<file path="src/rtl/name_entry_fsm.sv">
// Name entry controller: the user edits NAME_LEN character slots with up/down,
// moves the cursor with left/right, and confirms from the slot past the end.
// Up/down auto-repeat while held; every output comes straight from a register.
module name_entry_fsm #(
   parameter int unsigned NAME_LEN     = 3,
   parameter int unsigned CHAR_SIZE    = 5,
   parameter int unsigned CHAR_MIN     = 0,
   parameter int unsigned CHAR_MAX     = 26,
   parameter int unsigned REPEAT_DELAY = 50,
   parameter int unsigned REPEAT_RATE  = 10
) (
   input  logic                              clk,
   input  logic                              rst,
   input  logic                              en,
   input  logic                              btn_up,
   input  logic                              btn_down,
   input  logic                              btn_left,
   input  logic                              btn_right,
   output logic [NAME_LEN*CHAR_SIZE-1:0]     name_out,
   output logic [$clog2(NAME_LEN+1)-1:0]     pos,
   output logic                              editing,
   output logic                              done,
   output logic                              done_pulse
);

   localparam int unsigned PW   = $clog2(NAME_LEN + 1);
   localparam int unsigned RMAX = (REPEAT_DELAY > REPEAT_RATE) ? REPEAT_DELAY : REPEAT_RATE;
   localparam int unsigned CW   = $clog2(RMAX + 1);

   localparam logic [CHAR_SIZE-1:0] L_MIN   = CHAR_SIZE'(CHAR_MIN);
   localparam logic [CHAR_SIZE-1:0] L_MAX   = CHAR_SIZE'(CHAR_MAX);
   localparam logic [CW-1:0]        L_DELAY = CW'(REPEAT_DELAY);
   localparam logic [CW-1:0]        L_RATE  = CW'(REPEAT_RATE);
   localparam logic [PW-1:0]        L_LAST  = PW'(NAME_LEN - 1);

   typedef enum logic [1:0] {S_IDLE, S_EDIT, S_CONFIRM, S_DONE} state_t;

   state_t                r_state;
   logic [CHAR_SIZE-1:0]  r_slot [NAME_LEN];
   logic [PW-1:0]         r_pos;
   logic                  r_prev_up, r_prev_down, r_prev_left, r_prev_right;
   // Cycles since the last up/down step; r_*_rep selects the repeat period
   // once the initial delay has elapsed.
   logic [CW-1:0]         r_up_cnt, r_dn_cnt;
   logic                  r_up_rep, r_dn_rep;
   logic                  r_editing, r_done, r_done_pulse;

   logic w_edge_up, w_edge_down, w_edge_left, w_edge_right;
   logic w_up_fire, w_dn_fire;
   logic w_up_run, w_dn_run;

   assign w_edge_up    = btn_up    & ~r_prev_up;
   assign w_edge_down  = btn_down  & ~r_prev_down;
   assign w_edge_left  = btn_left  & ~r_prev_left;
   assign w_edge_right = btn_right & ~r_prev_right;

   // A counter only runs while its button owns the cycle in EDIT; down loses
   // ownership whenever up is pressed.
   assign w_up_run = en & (r_state == S_EDIT) & btn_up;
   assign w_dn_run = en & (r_state == S_EDIT) & btn_down & ~btn_up;

   assign w_up_fire = w_edge_up   | (r_up_cnt == (r_up_rep ? L_RATE : L_DELAY));
   assign w_dn_fire = w_edge_down | (r_dn_cnt == (r_dn_rep ? L_RATE : L_DELAY));

   // State, cursor, character slots, repeat counters and registered outputs.
   always_ff @(posedge clk or negedge rst) begin
      if (!rst) begin
         r_state      <= S_IDLE;
         r_pos        <= '0;
         for (int i = 0; i < NAME_LEN; i++) r_slot[i] <= L_MIN;
         r_prev_up    <= 1'b0;
         r_prev_down  <= 1'b0;
         r_prev_left  <= 1'b0;
         r_prev_right <= 1'b0;
         r_up_cnt     <= '0;
         r_dn_cnt     <= '0;
         r_up_rep     <= 1'b0;
         r_dn_rep     <= 1'b0;
         r_editing    <= 1'b0;
         r_done       <= 1'b0;
         r_done_pulse <= 1'b0;
      end else begin
         r_prev_up    <= btn_up;
         r_prev_down  <= btn_down;
         r_prev_left  <= btn_left;
         r_prev_right <= btn_right;
         r_done_pulse <= 1'b0;

         if (!w_up_run) begin
            r_up_cnt <= '0;
            r_up_rep <= 1'b0;
         end else if (w_up_fire) begin
            r_up_cnt <= CW'(1);
            r_up_rep <= ~w_edge_up;
         end else begin
            r_up_cnt <= r_up_cnt + 1'b1;
         end

         if (!w_dn_run) begin
            r_dn_cnt <= '0;
            r_dn_rep <= 1'b0;
         end else if (w_dn_fire) begin
            r_dn_cnt <= CW'(1);
            r_dn_rep <= ~w_edge_down;
         end else begin
            r_dn_cnt <= r_dn_cnt + 1'b1;
         end

         if (!en) begin
            r_state   <= S_IDLE;
            r_pos     <= '0;
            for (int i = 0; i < NAME_LEN; i++) r_slot[i] <= L_MIN;
            r_editing <= 1'b0;
            r_done    <= 1'b0;
         end else begin
            unique case (r_state)
               S_IDLE: begin
                  r_state   <= S_EDIT;
                  r_editing <= 1'b1;
               end
               S_EDIT: begin
                  // The highest-priority pressed button owns the cycle, even
                  // when it is only waiting for its next repeat step.
                  if (btn_up) begin
                     if (w_up_fire) begin
                        r_slot[r_pos] <= (r_slot[r_pos] == L_MAX) ? L_MIN
                                                                  : r_slot[r_pos] + 1'b1;
                     end
                  end else if (btn_down) begin
                     if (w_dn_fire) begin
                        r_slot[r_pos] <= (r_slot[r_pos] == L_MIN) ? L_MAX
                                                                  : r_slot[r_pos] - 1'b1;
                     end
                  end else if (btn_left) begin
                     if (w_edge_left && (r_pos != '0)) r_pos <= r_pos - 1'b1;
                  end else if (btn_right) begin
                     if (w_edge_right) begin
                        r_pos <= r_pos + 1'b1;
                        if (r_pos == L_LAST) r_state <= S_CONFIRM;
                     end
                  end
               end
               S_CONFIRM: begin
                  if (w_edge_left) begin
                     r_pos   <= L_LAST;
                     r_state <= S_EDIT;
                  end else if (w_edge_up || w_edge_down || w_edge_right) begin
                     r_state      <= S_DONE;
                     r_editing    <= 1'b0;
                     r_done       <= 1'b1;
                     r_done_pulse <= 1'b1;
                  end
               end
               S_DONE: begin
                  // Name and cursor stay frozen until en drops.
               end
               default: begin
                  r_state <= S_IDLE;
               end
            endcase
         end
      end
   end

   // Pack the slots with slot 0 in the most significant bits.
   always_comb begin
      name_out = '0;
      for (int i = 0; i < NAME_LEN; i++) begin
         name_out[(NAME_LEN-1-i)*CHAR_SIZE +: CHAR_SIZE] = r_slot[i];
      end
   end

   assign pos        = r_pos;
   assign editing    = r_editing;
   assign done       = r_done;
   assign done_pulse = r_done_pulse;

endmodule
</file>
<file path="config.mk">
export PLATFORM = sky130hd
export DESIGN_NAME = name_entry_fsm
export DESIGN_NICKNAME = d
export VERILOG_FILES = /design/src/rtl/name_entry_fsm.sv
export SDC_FILE = /design/constraint.sdc
export NUM_CORES = 1
export LEC_CHECK = 0
export ABC_CLOCK_PERIOD_IN_PS = 3500
export BUFFER_PORTS_ARGS = -buffer_cell sky130_fd_sc_hd__buf_2
export CAP_MARGIN = 20
export CORE_MARGIN = 3
export CORE_UTILIZATION = 60
export CTS_CLUSTER_DIAMETER = 60
export DETAILED_ROUTE_END_ITERATION = 7
export PLACE_DENSITY = 0.81
export SLEW_MARGIN = 20
export SYNTH_ARGS = -nofsm -noshare
export SYNTH_HDL_FRONTEND = slang
export SYNTH_SLANG_ARGS = --single-unit
</file>
<file path="constraint.sdc">
create_clock -name clk -period 3.5 [get_ports clk]
set_clock_uncertainty 0.15 [all_clocks]
set_input_delay 0 -clock clk [delete_from_list [all_inputs] [get_ports clk]]
set_output_delay 0 -clock clk [all_outputs]
set_load 0.03 [all_outputs]
</file>
==> results of run 1 <==
==> final timing paths <==
kind                           endpoint  cells after the start     start  slack [ns]
setup / recovery           name_out[10]                      8    pos[1]        0.68
hold / removal              r_up_cnt[3]                      2       rst        0.20
setup reg to reg           name_out[10]                      8    pos[1]        0.68
hold reg to reg                    done                      2      done        0.37
max in group asynchronous   name_out[7]                      2       rst        2.46
min in group clk            r_prev_down                      2  btn_down        0.24
==> critical path, cell delays in order, from the launching register on <==
cell and delay [ns]:
dfrtp_1 0.67, nor2b_1 0.39, buf_4 0.24, a22oi_4 0.08, ha_1 0.26, nor4b_1 0.17, a41oi_1 0.18, o21ai_1 0.13
o41ai_1 0.40
==> sequential cells by signal, summed over array words and instances, names as in the netlist <==
name          flops
name_out         15
pos               2
r_up_rep          1
r_prev_down       1
done_pulse        1
r_up_cnt          6
r_dn_rep          1
r_prev_up         1
editing           1
r_prev_right      1
done              1
r_state           2
r_dn_cnt          6
r_prev_left       1
==> logic make-up after synthesis <==
logic type               Yosys count
multiplexers                       9
XOR/XNOR                           9
buffers and inverters             26
AO/OA/AOI/OAI                     64
adder cells (fa/ha/maj)           10
flip-flops                        40
AND/OR/NAND/NOR                   85
==> layout by cell type, fill, tap and decap left out, types with 3 or more instances in the layout <==
cell type      count
dfrtp_1           40
nor2_1            28
buf_2             26
inv_1             14
nand2_1           12
o21ai_0           10
ha_1              10
nand3_1            9
a21oi_1            8
clkbuf_8           6
dlygate4sd3_1      6
xor2_1             5
a211oi_1           5
mux2_2             5
nor3_1             5
nand2b_1           5
nor2b_1            4
xnor2_1            4
a31oi_1            4
o21ai_1            3
nand4_1            3
nor3_2             3
o311ai_1           3
o41ai_1            3
o22ai_1            3
o221a_1            3
==> through the flow <==
step | hold slack (ns) | worst slack [ns] | total power, W | utilization | cell area (sq um)
2_1_floorplan | -0.446 | 0.906 | 0.00115 | - | 2440
6_report | 0.198 | 0.681 | 0.00162 | 0.721 | 2740
3_3_place_gp | -0.0248 | 0.821 | 0.00128 | 0.680 | 2580
4_1_cts | 0.205 | 0.639 | 0.00163 | 0.721 | 2740
3_5_place_dp | -0.0213 | 0.660 | 0.00130 | 0.680 | 2580
5_1_grt | 0.254 | 0.455 | 0.00173 | 0.721 | 2740
==> metal layers <==
metal | vias up | track usage | share of wire | wire length (microns)
met4 | 0 | 0.0809 | 0.012 | 64
met2 | 46 | 0.368 | 0.48 | 2480
li1 | 950 | - | - | -
met5 | - | 0 | 0 | 0
met1 | 959 | 0.311 | 0.46 | 2390
met3 | 5 | 0.0594 | 0.046 | 236
==> final cells by class <==
type | instances | area, sq um | area share
Tap cell | 48 | 60.1 | 0.0219
Clock inverter | 2 | 13.8 | 0.00503
Multi-Input combinational cell | 177 | 1330 | 0.484
Inverter | 15 | 56.3 | 0.0206
Clock buffer | 6 | 82.6 | 0.0302
Timing Repair Buffer | 33 | 198 | 0.0722
Sequential cell | 40 | 1000 | 0.366
==> power breakdown <==
group	switching [W]	total (W)	internal (W)	leakage (nW)
Clock	0.000165	0.000326	0.000161	0.0516
Sequential	0.0000993	0.000616	0.000517	0.540
Combinational	0.000423	0.000676	0.000253	0.635
==> timing repair <==
item                                   CTS  global route
gates resized for setup                  0             0
hold buffers                             6             0
endpoints found under the hold margin   54             0
==> flow_metrics.tcl, run 1 <==
set metrics [dict create \
    yosys.area_share.simple 0.189 \
    fp-row-count 22 \
    slew_violations 0 \
    netlist_instances 243 \
    hp-class "in -> async" \
    grt_use_total 0.233 \
    cts_buffers 5 \
    hpwl_mm 3.83 \
    synth_top_area_frac 0.410 \
    fp.dieW_microns 69.8 \
    power_density_mw_per_mm2 591 \
    gp_congestion 0.807 \
    grt_pass1_vias 1894 \
    ys_seq_area_frac 0.410 \
    synthAdderAreaFrac 0.0513 \
    status "completed" \
    drive_gt1_frac 0.209 \
    wirelength_mm 5.17 \
    antenna_found_initial 0 \
    cp-end-kind "flop" \
    ys_types 61 \
    antenna_cells 0 \
    cts_setup_buffers 0 \
    viasPerCell 6.11 \
    start_util 0.642 \
    synth_warnings 0 \
    clk_latency_ns 0.29 \
    synth-xor-area-share 0.0323 \
    grt_first_pass_wirelength_mm 9.03 \
    grt_setup_unrepaired "no" \
    vias 1960 \
    ant_nets 0 \
    leakage_nw 1.23 \
    period_share 0.806 \
    vdd_drop_max_mv 0.486 \
    maxSlewHeadroom 0.429 \
    wl_per_cell_microns 16.1 \
    fillers 296 \
    hold_violations 0 \
    max_freq_mhz 355 \
    synth_top_cell_by_area "dfrtp_1" \
    synth_edf_count 0 \
    cts.clk_slew.worst_paths_ns 0.08 \
    drcViolationCount 0 \
    syn_avg_cell_area_sq_um 10.0 \
    setup_tns_ns 0 \
    cts_root_buffer "clkbuf_8" \
    synth_common_cells "40 x dfrtp_1, 28 x nor2_1, 14 x inv_1" \
    syn_to_final_growth_pct 12.3 \
    synthMuxAreaShare 0.0467 \
    drt-initial-drc-count 122 \
    synth_compound_area_frac 0.225 \
    yosys.cell_count.top_type "dfrtp_1" \
    maxCapViolCount 0 \
    syn_nets 260 \
    crit_fanout 12 \
    die_area_sq_mm 0.00487 \
    nets 289 \
    synth_area_leaders "dfrtp_1 41%, ha_1 5.1%, nor2_1 4.3%" \
    tightest_slew_ns 0.856 \
    finalSetupViolations 0 \
    startpoint_type "flop" \
    htree_levels 2 \
    synth-seq-cells 40 \
    io_buffers 26 \
    arrival_ns 2.82 \
    crit_type "reg -> reg" \
    grt_overflow_total 0 \
    dpl.cell_count 307 \
    layout_min_cycle_time_ns 2.82 \
    cts_buffer_depth 2 \
    dr.pass1.iters 4 \
    required_ns 3.50 \
    clkSinkCount 40 \
    ios 27 \
    die_h_microns 69.8 \
    ys_async_sr_fraction 1.00 \
    coreArea_sq_mm 0.00380 \
    synth_top_family_by_area "compound AO/OA/AOI/OAI gates" \
    synth_area_sq_mm 0.00244 \
    ys.flop_type "dfrtp_1" \
    cts_tree "done" \
    stdcell_count 321 \
    grt_max_degree 41 \
]
Note: power is estimated with default switching activity, not from simulation.
==> inputs of run 2 (changes only) <==
- ABC_AREA: unset -> 1
- ABC_CLOCK_PERIOD_IN_PS: 3500 -> 2300
- CORE_UTILIZATION: 60 -> 52
- PLACE_DENSITY: 0.81 -> 0.75
- clock period: 3.5 -> 2.3 ns (I/O delays scaled with it)
==> run 2 against run 1 <==
Critical path depth rose by 4. Die area rose by 7.9%. Clock power rose by 90%. Global-route usage fell by 1.1 points. Largest power group unchanged. Synthesized cell count rose by 29%. Via count rose by 6.7%. Highest routed layer unchanged.
==> flow_metrics.tcl, run 2 <==
set metrics [dict create \
    status "completed" \
    synthAdderAreaFrac 0.0545 \
    ant_nets 0 \
    cts_root_buffer "clkbuf_8" \
    cp-end-kind "flop" \
    layout_common_cells "95 x nand2_1, 39 x nand3_1, 38 x dfrtp_1, 34 x inv_1, 33 x nor2_1" \
    p_total_w 0.00304 \
    dr.pass1.iters 4 \
    slew_violations 0 \
    synth_area_sq_mm 0.00230 \
    syn_avg_cell_area_sq_um 7.34 \
    grt_use_total 0.222 \
    maxSlewHeadroom 0.428 \
    cts_buffer_depth 2 \
    drt-initial-drc-count 162 \
    crit_fanout 7 \
    hpwl_mm 3.78 \
    ys.flop_type "dfrtp_1" \
    clk_latency_ns 0.30 \
    nets 368 \
    setup_tns_ns 0 \
    synth_edf_count 0 \
    path_buf_inv 2 \
    yosys.area_share.simple 0.366 \
    largest_register_ffs 15 \
    maxCapViolCount 0 \
    power_density_mw_per_mm2 1140 \
    vdd_drop_max_mv 0.549 \
    vias 2092 \
    slowest_stage "dfrtp_2" \
    ios 27 \
    ys_async_sr_fraction 1.00 \
    fp.dieW_microns 72.4 \
    critical_path.cell_chain "nor2_4 -> nand2_1 -> nand3_1 -> inv_2 -> ha_1 -> inv_1 -> nor2_2 -> nand3_2 -> nand2_1 -> o21ai_1 -> nand2_1 -> nand2_1" \
    period_share 0.896 \
    viasPerCell 5.20 \
    fp-row-count 23 \
    layout_min_cycle_time_ns 2.06 \
    wl_per_cell_microns 12.9 \
    grt_setup_unrepaired "no" \
    clkSinkCount 40 \
    htree_levels 2 \
    ys_seq_area_frac 0.436 \
    synth_common_cells "95 x nand2_1, 40 x dfrtp_1, 39 x nand3_1" \
    cp.depth 12 \
    antenna_found_initial 0 \
    die_area_sq_mm 0.00525 \
    syn_nets 330 \
    netlist_instances 313 \
    io_buffers 26 \
    synth_top_family_by_area "simple AND/OR/NAND/NOR gates" \
    required_ns 2.39 \
    cts_buffers 5 \
    arrival_ns 2.15 \
    crit_path_frequent_cell "nand2_1" \
    cts.clk_slew.worst_paths_ns 0.08 \
    grt_pass1_vias 1965 \
    hold_violations 0 \
    wirelength_mm 5.17 \
    grt_overflow_total 0 \
    crit_type "reg -> reg" \
    tightest_slew_ns 0.858 \
    synthMuxAreaShare 0 \
    worst_r2r_path_depth 12 \
    yosys.cell_count.top_type "nand2_1" \
    grt_max_degree 41 \
    synth_top_cell_by_area "dfrtp_1" \
    synth-xor-area-share 0.0153 \
    gp_congestion 0.989 \
    max_stage_delay_ns 0.47 \
    cpLargestDelayFamily "simple AND/OR/NAND/NOR gates" \
    antenna_cells 0 \
    leakage_nw 1.47 \
    coreArea_sq_mm 0.00412 \
    drive_gt1_frac 0.156 \
    max_freq_mhz 485 \
    drcViolationCount 0 \
    die_h_microns 72.4 \
    cts_tree "done" \
    grt_first_pass_wirelength_mm 9.11 \
    synth_top_area_frac 0.436 \
    mostFrequentLayoutCell "nand2_1" \
    startpoint_type "flop" \
    synth_area_leaders "dfrtp_1 44%, nand2_1 16%, nand3_1 8.5%" \
    ys_types 24 \
    hp-class "in -> async" \
    syn_to_final_growth_pct 16.6 \
    synth_compound_area_frac 0.0627 \
    synth_warnings 0 \
    synth-seq-cells 40 \
    start_util 0.558 \
    finalSetupViolations 0 \
]
-- run 2: final timing paths --
kind,slack [ns],start,to
setup / recovery,0.24,pos[1],name_out[7]
hold / removal,0.20,rst,r_up_cnt[2]
setup reg to reg,0.24,pos[1],name_out[7]
hold reg to reg,0.34,done,done
max in group asynchronous,1.22,rst,pos[0]
min in group clk,0.21,btn_right,r_prev_right
-- run 2: logic make-up (layout without fill, tap and decap cells) --
logic type | after synthesis | in the layout
AND/OR/NAND/NOR | 192 | 192
flip-flops | 40 | 40
buffers and inverters | 40 | 79
AO/OA/AOI/OAI | 27 | 27
adder cells (fa/ha/maj) | 10 | 10
XOR/XNOR | 4 | 4
-- run 2: repair_timing --
action / CTS / global route
setup endpoints to repair: 0 / 12
hold buffers: 6 / 0
resized for setup: 0 / 3
hold endpoints to repair: 50 / 0
buffers inserted: 0 / 0
-- run 2: per-stage QoR --
step	hold slack [ns]	cells	util	area [sq um]	setup WS (ns)
detailed placement	-0.0264	388	0.604	2480	0.208
CTS	0.197	402	0.649	2670	0.168
finish	0.201	402	0.651	2680	0.239
floorplan	-0.446	313	-	2300	0.268
global placement	-0.0273	388	0.604	2480	0.300
global route	0.234	402	0.651	2680	0.00748
-- run 2: cell type report --
type | count | area, sq um
Clock buffer | 7 | 96.3
Clock inverter | 1 | 30.0
Fill cell | 375 | 1440
Inverter | 39 | 146
Multi-Input combinational cell | 233 | 1150
Sequential cell | 40 | 1000
Tap cell | 50 | 62.6
Timing Repair Buffer | 32 | 190
-- run 2: power breakdown --
group	total (W)	switching, W	leakage (nW)	internal (W)
Clock	0.000621	0.000238	0.0645	0.000383
Combinational	0.00143	0.000992	0.868	0.000436
Sequential	0.000994	0.000143	0.535	0.000851
-- run 2: routing by layer --
| layer | track usage | wire (microns) | vias up |
|---|---|---|---|
| li1 | - | - | 1073 |
| met1 | 0.318 | 2550 | 939 |
| met2 | 0.333 | 2180 | 68 |
| met3 | 0.0429 | 326 | 12 |
| met4 | 0.0840 | 115 | 0 |
| met5 | 0 | 0 | - |
==> inputs of run 3 (changes only) <==
- MAX_ROUTING_LAYER: unset -> met4
==> run 3 against run 2 <==
Combinational power about the same. Non-clock buffer count unchanged. Worst setup slack got worse by 0.057 ns. Global-route usage increased by 0.69 points. Total power decreased by 1.0%. Utilization decreased by 0.40 points. Critical endpoint is now name_out[2].
==> flow_metrics.tcl, run 3 (synthesized netlist as in run 2, its figures left out) <==
set metrics [dict create \
    nets 368 \
    required_ns 2.39 \
    largest_register_ffs 15 \
    arrival_ns 2.21 \
    coreArea_sq_mm 0.00412 \
    htree_levels 2 \
    start_util 0.558 \
    die_h_microns 72.4 \
    crit_type "reg -> reg" \
    ios 27 \
    final_util 0.647 \
    drcViolationCount 0 \
    viasPerCell 5.17 \
    drt-initial-drc-count 161 \
    wirelength_mm 5.22 \
    cts_root_buffer "clkbuf_8" \
    grt_pass1_vias 1988 \
    period_share 0.921 \
    fillers 363 \
    hpwl_mm 3.89 \
    vias 2080 \
    grt_use_total 0.229 \
    gp_congestion 0.995 \
    antenna_found_initial 0 \
    die_area_sq_mm 0.00525 \
    cts.clk_slew.worst_paths_ns 0.08 \
    max_freq_mhz 472 \
    cp-end-kind "flop" \
    cts_buffers 5 \
    drive_gt1_frac 0.153 \
    io_buffers 26 \
    fp-row-count 23 \
    grt_first_pass_wirelength_mm 9.09 \
    cts_tree "done" \
    clk_latency_ns 0.30 \
    crit_fanout 7 \
    power_density_mw_per_mm2 1130 \
    antenna_cells 0 \
    layout_min_cycle_time_ns 2.12 \
    syn_to_final_growth_pct 15.9 \
    tightest_slew_ns 0.874 \
    maxCapViolCount 0 \
    slew_violations 0 \
    leakage_nw 1.46 \
    hp-class "in -> async" \
    setup_tns_ns 0 \
    wl_per_cell_microns 13.0 \
    fp.dieW_microns 72.4 \
    layout_common_cells "95 x nand2_1, 39 x nand3_1, 39 x dfrtp_1, 34 x inv_1, 33 x nor2_1" \
    finalSetupViolations 0 \
    cts_buffer_depth 2 \
    ant_nets 0 \
    mostFrequentLayoutCell "nand2_1" \
    grt_setup_unrepaired "no" \
    vdd_drop_max_mv 0.519 \
    hold_violations 0 \
    grt_max_degree 41 \
    regArea_sq_mm 0.00100 \
    maxSlewHeadroom 0.417 \
    status "completed" \
    clkSinkCount 40 \
    startpoint_type "flop" \
    grt_overflow_total 0 \
    dr.pass1.iters 4 \
    multi_input_area_sq_mm 0.00115 \
]
-- run 3: cell types whose count changed in the layout (fill, tap and decap cells not counted), sizes merged --
cell,change
clkinv,+1
clkbuf,-2
clkinvlp,+1
-- run 3: what timing repair did --
action,in CTS,in global routing
hold endpoints to repair,49,0
setup endpoints to repair,0,9
resized for setup,0,2
setup buffers,0,0
hold buffers,6,0
-- run 3: path summary, 6_finish.rpt --
check | start | to | slack (ns) | cells past startpoint
setup / recovery | pos[1] | name_out[2] | 0.18 | 12
hold / removal | rst | r_up_cnt[4] | 0.20 | 2
setup reg to reg | pos[1] | name_out[2] | 0.18 | 12
hold reg to reg | r_prev_down | r_dn_rep | 0.34 | 2
max in group asynchronous | rst | pos[0] | 1.20 | 2
min in group clk | btn_right | r_prev_right | 0.21 | 2
-- run 3: final cells by class --
type,instances,share of cell area
multi-input cells,233,0.432
inverters,39,0.0550
clock buffers,5,0.0259
repair buffers,32,0.0715
clock inverters,3,0.0160
well taps,50,0.0235
flip-flops and latches,40,0.377
-- run 3: stage by stage --
| step | hold WS, ns | worst slack, ns | cell area (sq um) | std cells | total power, W |
|---|---|---|---|---|---|
| 5_1_grt | 0.223 | 0.0289 | 2660 | 402 | 0.00325 |
| 4_1_cts | 0.197 | 0.136 | 2660 | 402 | 0.00301 |
| 6_report | 0.197 | 0.183 | 2660 | 402 | 0.00301 |
| 2_1_floorplan | -0.446 | 0.268 | 2300 | 313 | 0.00203 |
| 3_5_place_dp | -0.0214 | 0.160 | 2480 | 388 | 0.00241 |
| 3_3_place_gp | -0.0243 | 0.254 | 2480 | 388 | 0.00240 |
-- run 3: per-layer routing --
layer	vias up	global-route usage	routed length, microns
met5	-	-	0
met4	0	0.0779	65
met3	7	0.0540	364
met2	59	0.334	2300
met1	940	0.313	2490
li1	1074	-	-
-- run 3: critical path: stages (launching register included) --
cell and delay, ns:
dfrtp_1 0.48, nor2_4 0.21, nand2_1 0.07, nand3_1 0.15
inv_2 0.08, ha_1 0.18, inv_1 0.09, nor2_2 0.06
nand3_2 0.08, nand2_1 0.07, o21ai_1 0.26, nand2_1 0.09
nand2_1 0.07
-- run 3: power by group --
group          total, W  leakage (nW)  internal, W  switching [W]
registers      0.000997         0.536     0.000849       0.000148
logic           0.00143         0.868     0.000438       0.000997
clock network  0.000581        0.0541     0.000321       0.000259
total           0.00301          1.46      0.00161        0.00140
